**src/rtl/alu_issue.sv**
```systemverilog
// ID/EX issue stage: decodes a MIPS instruction into ALU control fields and
// registers them in an ID/EX pipeline register with stall (hold) and flush (bubble).
module alu_issue #(
   parameter int unsigned LUI_SHIFT = 16,
   parameter int unsigned LINK_REG  = 31
) (
   input  logic        clk,
   input  logic        reset,
   input  logic        id_valid,
   input  logic [31:0] id_instr,
   input  logic        stall,
   input  logic        flush,
   output logic        ex_valid,
   output logic [5:0]  ex_ALUFun,
   output logic        ex_Sign,
   output logic        ex_ALUSrc1,
   output logic        ex_ALUSrc2,
   output logic [31:0] ex_imm32,
   output logic [4:0]  ex_shamt,
   output logic [4:0]  ex_wr_reg,
   output logic        ex_reg_write,
   output logic        ex_illegal
);

   localparam logic [5:0] ALU_ADD = 6'b000000;
   localparam logic [5:0] ALU_SUB = 6'b000001;
   localparam logic [5:0] ALU_AND = 6'b011000;
   localparam logic [5:0] ALU_OR  = 6'b011110;
   localparam logic [5:0] ALU_XOR = 6'b010110;
   localparam logic [5:0] ALU_NOR = 6'b010001;
   localparam logic [5:0] ALU_SLL = 6'b100000;
   localparam logic [5:0] ALU_SRL = 6'b100001;
   localparam logic [5:0] ALU_SRA = 6'b100011;
   localparam logic [5:0] ALU_EQ  = 6'b110011;
   localparam logic [5:0] ALU_NEQ = 6'b110001;
   localparam logic [5:0] ALU_LT  = 6'b110101;
   localparam logic [5:0] ALU_LEZ = 6'b111101;
   localparam logic [5:0] ALU_GTZ = 6'b111111;
   localparam logic [5:0] ALU_LTZ = 6'b111010;

   localparam logic [5:0] OP_R      = 6'h00;
   localparam logic [5:0] OP_REGIMM = 6'h01;
   localparam logic [5:0] OP_J      = 6'h02;
   localparam logic [5:0] OP_JAL    = 6'h03;
   localparam logic [5:0] OP_BEQ    = 6'h04;
   localparam logic [5:0] OP_BNE    = 6'h05;
   localparam logic [5:0] OP_BLEZ   = 6'h06;
   localparam logic [5:0] OP_BGTZ   = 6'h07;
   localparam logic [5:0] OP_ADDI   = 6'h08;
   localparam logic [5:0] OP_ADDIU  = 6'h09;
   localparam logic [5:0] OP_SLTI   = 6'h0A;
   localparam logic [5:0] OP_SLTIU  = 6'h0B;
   localparam logic [5:0] OP_ANDI   = 6'h0C;
   localparam logic [5:0] OP_ORI    = 6'h0D;
   localparam logic [5:0] OP_LUI    = 6'h0F;
   localparam logic [5:0] OP_LW     = 6'h23;
   localparam logic [5:0] OP_SW     = 6'h2B;

   localparam logic [5:0] FN_SLL  = 6'h00;
   localparam logic [5:0] FN_SRL  = 6'h02;
   localparam logic [5:0] FN_SRA  = 6'h03;
   localparam logic [5:0] FN_JR   = 6'h08;
   localparam logic [5:0] FN_ADD  = 6'h20;
   localparam logic [5:0] FN_ADDU = 6'h21;
   localparam logic [5:0] FN_SUB  = 6'h22;
   localparam logic [5:0] FN_SUBU = 6'h23;
   localparam logic [5:0] FN_AND  = 6'h24;
   localparam logic [5:0] FN_OR   = 6'h25;
   localparam logic [5:0] FN_XOR  = 6'h26;
   localparam logic [5:0] FN_NOR  = 6'h27;
   localparam logic [5:0] FN_SLT  = 6'h2A;
   localparam logic [5:0] FN_SLTU = 6'h2B;

   typedef struct packed {
      logic        valid;
      logic [5:0]  alu_fun;
      logic        sign;
      logic        alu_src1;
      logic        alu_src2;
      logic [31:0] imm32;
      logic [4:0]  shamt;
      logic [4:0]  wr_reg;
      logic        reg_write;
      logic        illegal;
   } issue_t;

   logic [5:0]  op;
   logic [5:0]  funct;
   logic [4:0]  rt;
   logic [4:0]  rd;
   logic [31:0] imm_sx;
   logic [31:0] imm_zx;

   assign op     = id_instr[31:26];
   assign funct  = id_instr[5:0];
   assign rt     = id_instr[20:16];
   assign rd     = id_instr[15:11];
   assign imm_sx = {{16{id_instr[15]}}, id_instr[15:0]};
   assign imm_zx = {16'h0000, id_instr[15:0]};

   issue_t dec;
   issue_t q;

   always_comb begin
      dec           = '0;
      dec.valid     = 1'b1;
      dec.alu_fun   = ALU_ADD;
      dec.shamt     = id_instr[10:6];
      case (op)
         OP_R: begin
            dec.wr_reg    = rd;
            dec.reg_write = 1'b1;
            case (funct)
               FN_ADD:  dec.sign = 1'b1;
               FN_ADDU: ;
               FN_SUB:  begin dec.alu_fun = ALU_SUB; dec.sign = 1'b1; end
               FN_SUBU: dec.alu_fun = ALU_SUB;
               FN_AND:  dec.alu_fun = ALU_AND;
               FN_OR:   dec.alu_fun = ALU_OR;
               FN_XOR:  dec.alu_fun = ALU_XOR;
               FN_NOR:  dec.alu_fun = ALU_NOR;
               FN_SLT:  begin dec.alu_fun = ALU_LT; dec.sign = 1'b1; end
               FN_SLTU: dec.alu_fun = ALU_LT;
               FN_SLL:  begin dec.alu_fun = ALU_SLL; dec.alu_src1 = 1'b1; end
               FN_SRL:  begin dec.alu_fun = ALU_SRL; dec.alu_src1 = 1'b1; end
               FN_SRA:  begin dec.alu_fun = ALU_SRA; dec.alu_src1 = 1'b1; end
               FN_JR:   dec.reg_write = 1'b0;
               default: dec.illegal = 1'b1;
            endcase
         end
         OP_J: ;
         OP_JAL: begin
            dec.wr_reg    = 5'(LINK_REG);
            dec.reg_write = 1'b1;
         end
         default: begin
            // I-type common fields; branches override the operand select and write.
            dec.alu_src2  = 1'b1;
            dec.imm32     = imm_sx;
            dec.wr_reg    = rt;
            dec.reg_write = 1'b1;
            case (op)
               OP_ADDI:  dec.sign = 1'b1;
               OP_ADDIU: ;
               OP_SLTI:  begin dec.alu_fun = ALU_LT; dec.sign = 1'b1; end
               OP_SLTIU: dec.alu_fun = ALU_LT;
               OP_ANDI:  begin dec.alu_fun = ALU_AND; dec.imm32 = imm_zx; end
               OP_ORI:   begin dec.alu_fun = ALU_OR;  dec.imm32 = imm_zx; end
               OP_LUI: begin
                  dec.alu_fun  = ALU_SLL;
                  dec.alu_src1 = 1'b1;
                  dec.shamt    = 5'(LUI_SHIFT);
                  dec.imm32    = imm_zx;
               end
               OP_LW:    ;
               OP_SW:    dec.reg_write = 1'b0;
               OP_BEQ, OP_BNE, OP_BLEZ, OP_BGTZ, OP_REGIMM: begin
                  dec.alu_src2  = 1'b0;
                  dec.reg_write = 1'b0;
                  dec.sign      = 1'b1;
                  case (op)
                     OP_BEQ:  dec.alu_fun = ALU_EQ;
                     OP_BNE:  dec.alu_fun = ALU_NEQ;
                     OP_BLEZ: dec.alu_fun = ALU_LEZ;
                     OP_BGTZ: dec.alu_fun = ALU_GTZ;
                     default: begin
                        dec.alu_fun = ALU_LTZ;
                        if (rt != 5'd0) dec.illegal = 1'b1;
                     end
                  endcase
               end
               default: dec.illegal = 1'b1;
            endcase
         end
      endcase

      // Illegal encodings issue as a harmless ADD that writes nothing.
      if (dec.illegal) begin
         dec         = '0;
         dec.valid   = 1'b1;
         dec.illegal = 1'b1;
      end
      if (dec.wr_reg == 5'd0) dec.reg_write = 1'b0;
   end

   always_ff @(posedge clk or negedge reset) begin
      if (!reset) begin
         q <= '0;
      end else if (flush) begin
         q <= '0;
      end else if (!stall) begin
         q <= id_valid ? dec : '0;
      end
   end

   assign ex_valid     = q.valid;
   assign ex_ALUFun    = q.alu_fun;
   assign ex_Sign      = q.sign;
   assign ex_ALUSrc1   = q.alu_src1;
   assign ex_ALUSrc2   = q.alu_src2;
   assign ex_imm32     = q.imm32;
   assign ex_shamt     = q.shamt;
   assign ex_wr_reg    = q.wr_reg;
   assign ex_reg_write = q.reg_write;
   assign ex_illegal   = q.illegal;

endmodule
```
**config.mk**
```make
export PLATFORM = sky130hd
export DESIGN_NAME = alu_issue
export DESIGN_NICKNAME = d
export VERILOG_FILES = /design/src/rtl/alu_issue.sv
export SDC_FILE = /design/constraint.sdc
export NUM_CORES = 1
export LEC_CHECK = 0
export CORE_MARGIN = 4
export CORE_UTILIZATION = 47
export DETAILED_ROUTE_END_ITERATION = 10
export HOLD_SLACK_MARGIN = 0.06
export PLACE_DENSITY_LB_ADDON = 0.05
export SLEW_MARGIN = 20
export SYNTH_ARGS = -nofsm -noshare
export SYNTH_HDL_FRONTEND = slang
export SYNTH_SLANG_ARGS = --single-unit
```
**constraint.sdc**
```tcl
create_clock -name clk -period 2.15 [get_ports clk]
set_input_delay 0.43 -clock clk [delete_from_list [all_inputs] [get_ports clk]]
set_output_delay 0.43 -clock clk [all_outputs]
set_load 0.1 [all_outputs]
```
==> impl_results.md <==
- Mapped cell area: 2290 µm²
- Core region area: 4720 µm²
- Setup crit start kind: primary input
- Worst-skew pair later-pin latency: 0.29 ns
- Top FF cell, synth: dfrtp_1
- DP Worst Slack: -0.372 ns
- Clock root cell: clkbuf_8
- Largest net degree at the start of global routing: 40
- Critical-path cell list: clkdlybuf4s50_1 -> or4_4 -> a31oi_4 -> a2111oi_4 -> or2_2 -> a32o_1
- DRT Pass-1 Iters: 4
- Drt first-iter violations: 96
- EDFF count, synth: 0
- Max FFs per register: 17
- Crit. End Element: flip-flop
- Total wire length: around 6800 µm
- Status: finished clean
- Antenna diodes: 0
- Max-slew violations: 0
- Slew @ Worst Pin: 0.506 ns
- Final setup fails: 0
- Cell Rows: 25
- Routed WL per cell: 16.1 µm
- Fillers: 335
- Top cell type's share of synthesized area: 0.425
- GR Util All Layers: 0.229
- Sequential fraction of the synthesis area: 0.425
- Max VDD drop: 0.000277 V
- Clk buf depth: 2
- Slew HR: 0.663
- Placer Congestion: 0.892
- Hold Violations, Final: 0
- Post-synth cell types: 54
- CTS tree: yes
- Die area: 6060 µm²
- Vias/cell: 5.53
- Worst reg-to-reg path cell count: 4
- PortBufs: 85
- Antenna violations before repair: 0
- Die H: a little under 80 µm
- Post-Syn Nets: 284
- Vias in the first global route: roughly 2300
- Sequential Power Share: 0.384
- Yosys top cell by area: dfrtp_1
- CP Data Arrival Time: ~2.3 ns
- Starting Density: 0.486
- Comb power frac: 0.241
- RSZ-0062 raised after global routing: true
- First-pass GRT wire length: 11100 µm
- PwrDens: 540 nW/µm²
- Fin Setup TNS: 0 ns
- Hold_buf cts: 0
- Slowest cell on the critical path: or4_4
- CP Max Fanout: 5
- Setup WS post-layout: 0.0547 ns
- Final ANT Viol Nets: 0
- Final total power: 1960 µW
- Post-layout net count: 391
- Ratio of cells with drive above 1 in the final layout: 0.355
- Ranking of synthesized cells by area: dfrtp_1 43%, a22o_1 5.3%, buf_4 4.9%
- Commonest non-fill, non-tap cells in the layout: 84 x buf_4, 39 x dfrtp_1, 29 x clkdlybuf4s50_1
- Post-CTS Repair Setup Buffers: 0
- TritonCTS Buffers: 5
- Detailed Place HPWL: roughly 5300 µm
- Io pins: 91
- Avg Cell Area, Syn: 9.29 µm²
- P&R area growth vs syn: 58.2%
- CTS Sinks: 39
- Commonest non-fill, non-tap cell in the layout: buf_4
- Fmax: 477 MHz
- Clock slew at reported path FFs: 0.08 ns
- Global route overflow: 0
- Critical path class: in -> reg
- Leak: 0.00166 µW
- Remaining DRCs: 0
- Switching Share: 0.291
- Clock share of power: 0.375
- Yosys warnings: 0
- Switching power: 570 µW
- CP required: 2.34 ns
- Synth Register Bits: 39
- Synth Instances: around 250
- Number of H-tree levels: 2
- Die X: around 78 µm
- Via count: between 2000 and 2500
- Worst min path class: in -> async
- Hold_ws: 0.191 ns
- Min cycle time layout: 2.10 ns
- Async set or reset register ratio after synthesis: 1.00
- Max Cap Viol: 0
- Pint: 1390 µW
- Clk_skew: 0 ns
- Crit path largest cell delay: 0.59 ns
- Final worst path period share: 0.975
## per-stage QoR
step,std cells,util,area [µm²]
6_report,422,0.768,3630
5_1_grt,422,0.768,3630
4_1_cts,422,0.764,3610
3_5_place_dp,414,0.734,3460
3_3_place_gp,414,0.734,3460
2_1_floorplan,247,-,2290
## cells in the mapped netlist (all sizes together), types with 4 or more instances
library cell	n
o21ai	22
a32o	8
a31oi	8
nand2b	9
inv	4
nand3	7
buf	18
nor2	19
dfrtp	39
clkbuf	14
o31ai	4
nand2	21
nor2b	4
a22o	14
a21oi	9
## per-layer routing
layer	vias up	GRT usage	wire length, µm
met4	0	0.0694	72
met5	-	0	0
met1	1115	0.319	3060
met2	92	0.356	3210
li1	1119	-	-
met3	6	0.0487	455
## critical path, delay by kind of cell
kind | cells | cell delay, ns
and+or+nand+nor | 2 | 0.91
AOI/OAI and AO/OA | 3 | 0.52
buffers and inverters | 1 | 0.41
## path summary, 6_finish.rpt
kind	startpoint	endpoint	slack, ns
max in group asynchronous	reset	ex_imm32[12]	1.61
setup / recovery	id_instr[31]	ex_wr_reg[3]	0.05
setup reg to reg	ex_reg_write	ex_reg_write	1.06
hold reg to reg	ex_valid	ex_valid	0.48
hold / removal	reset	ex_imm32[3]	0.19
min in group clk	ex_valid	ex_valid	0.48
## cells by family after synthesis
kind of cell / Yosys count / share of synthesized area
AOI/OAI and AO/OA: 90 / 0.302
and+or+nand+nor: 79 / 0.172
DFF: 39 / 0.425
buffers and inverters: 37 / 0.0921
xor gates and xnor gates: 1 / 0.00382
muxes: 1 / 0.00436
## power by group through the flow
stage               Combinational, µW  Sequential (µW)  Clock [µW]
global route                      501              753         780
CTS                               468              752         747
finish                            472              752         736
floorplan                         169              856           0
detailed placement                466              766           0
global placement                  460              766           0
## timing repair
item,in CTS,in global routing
pin swaps,0,2
gates resized for setup,3,7
setup endpoints to repair,2,24
## final cells by class
type | count | area [µm²] | area share
Clock buffer | 5 | 68.8 | 0.0190
Clock inverter | 3 | 67.6 | 0.0186
Inverter | 5 | 18.8 | 0.00517
Multi-Input combinational cell | 171 | 1140 | 0.313
Sequential cell | 39 | 976 | 0.269
Tap cell | 67 | 83.8 | 0.0231
Timing Repair Buffer | 132 | 1280 | 0.352
Note: power is estimated with default switching activity, not from simulation.
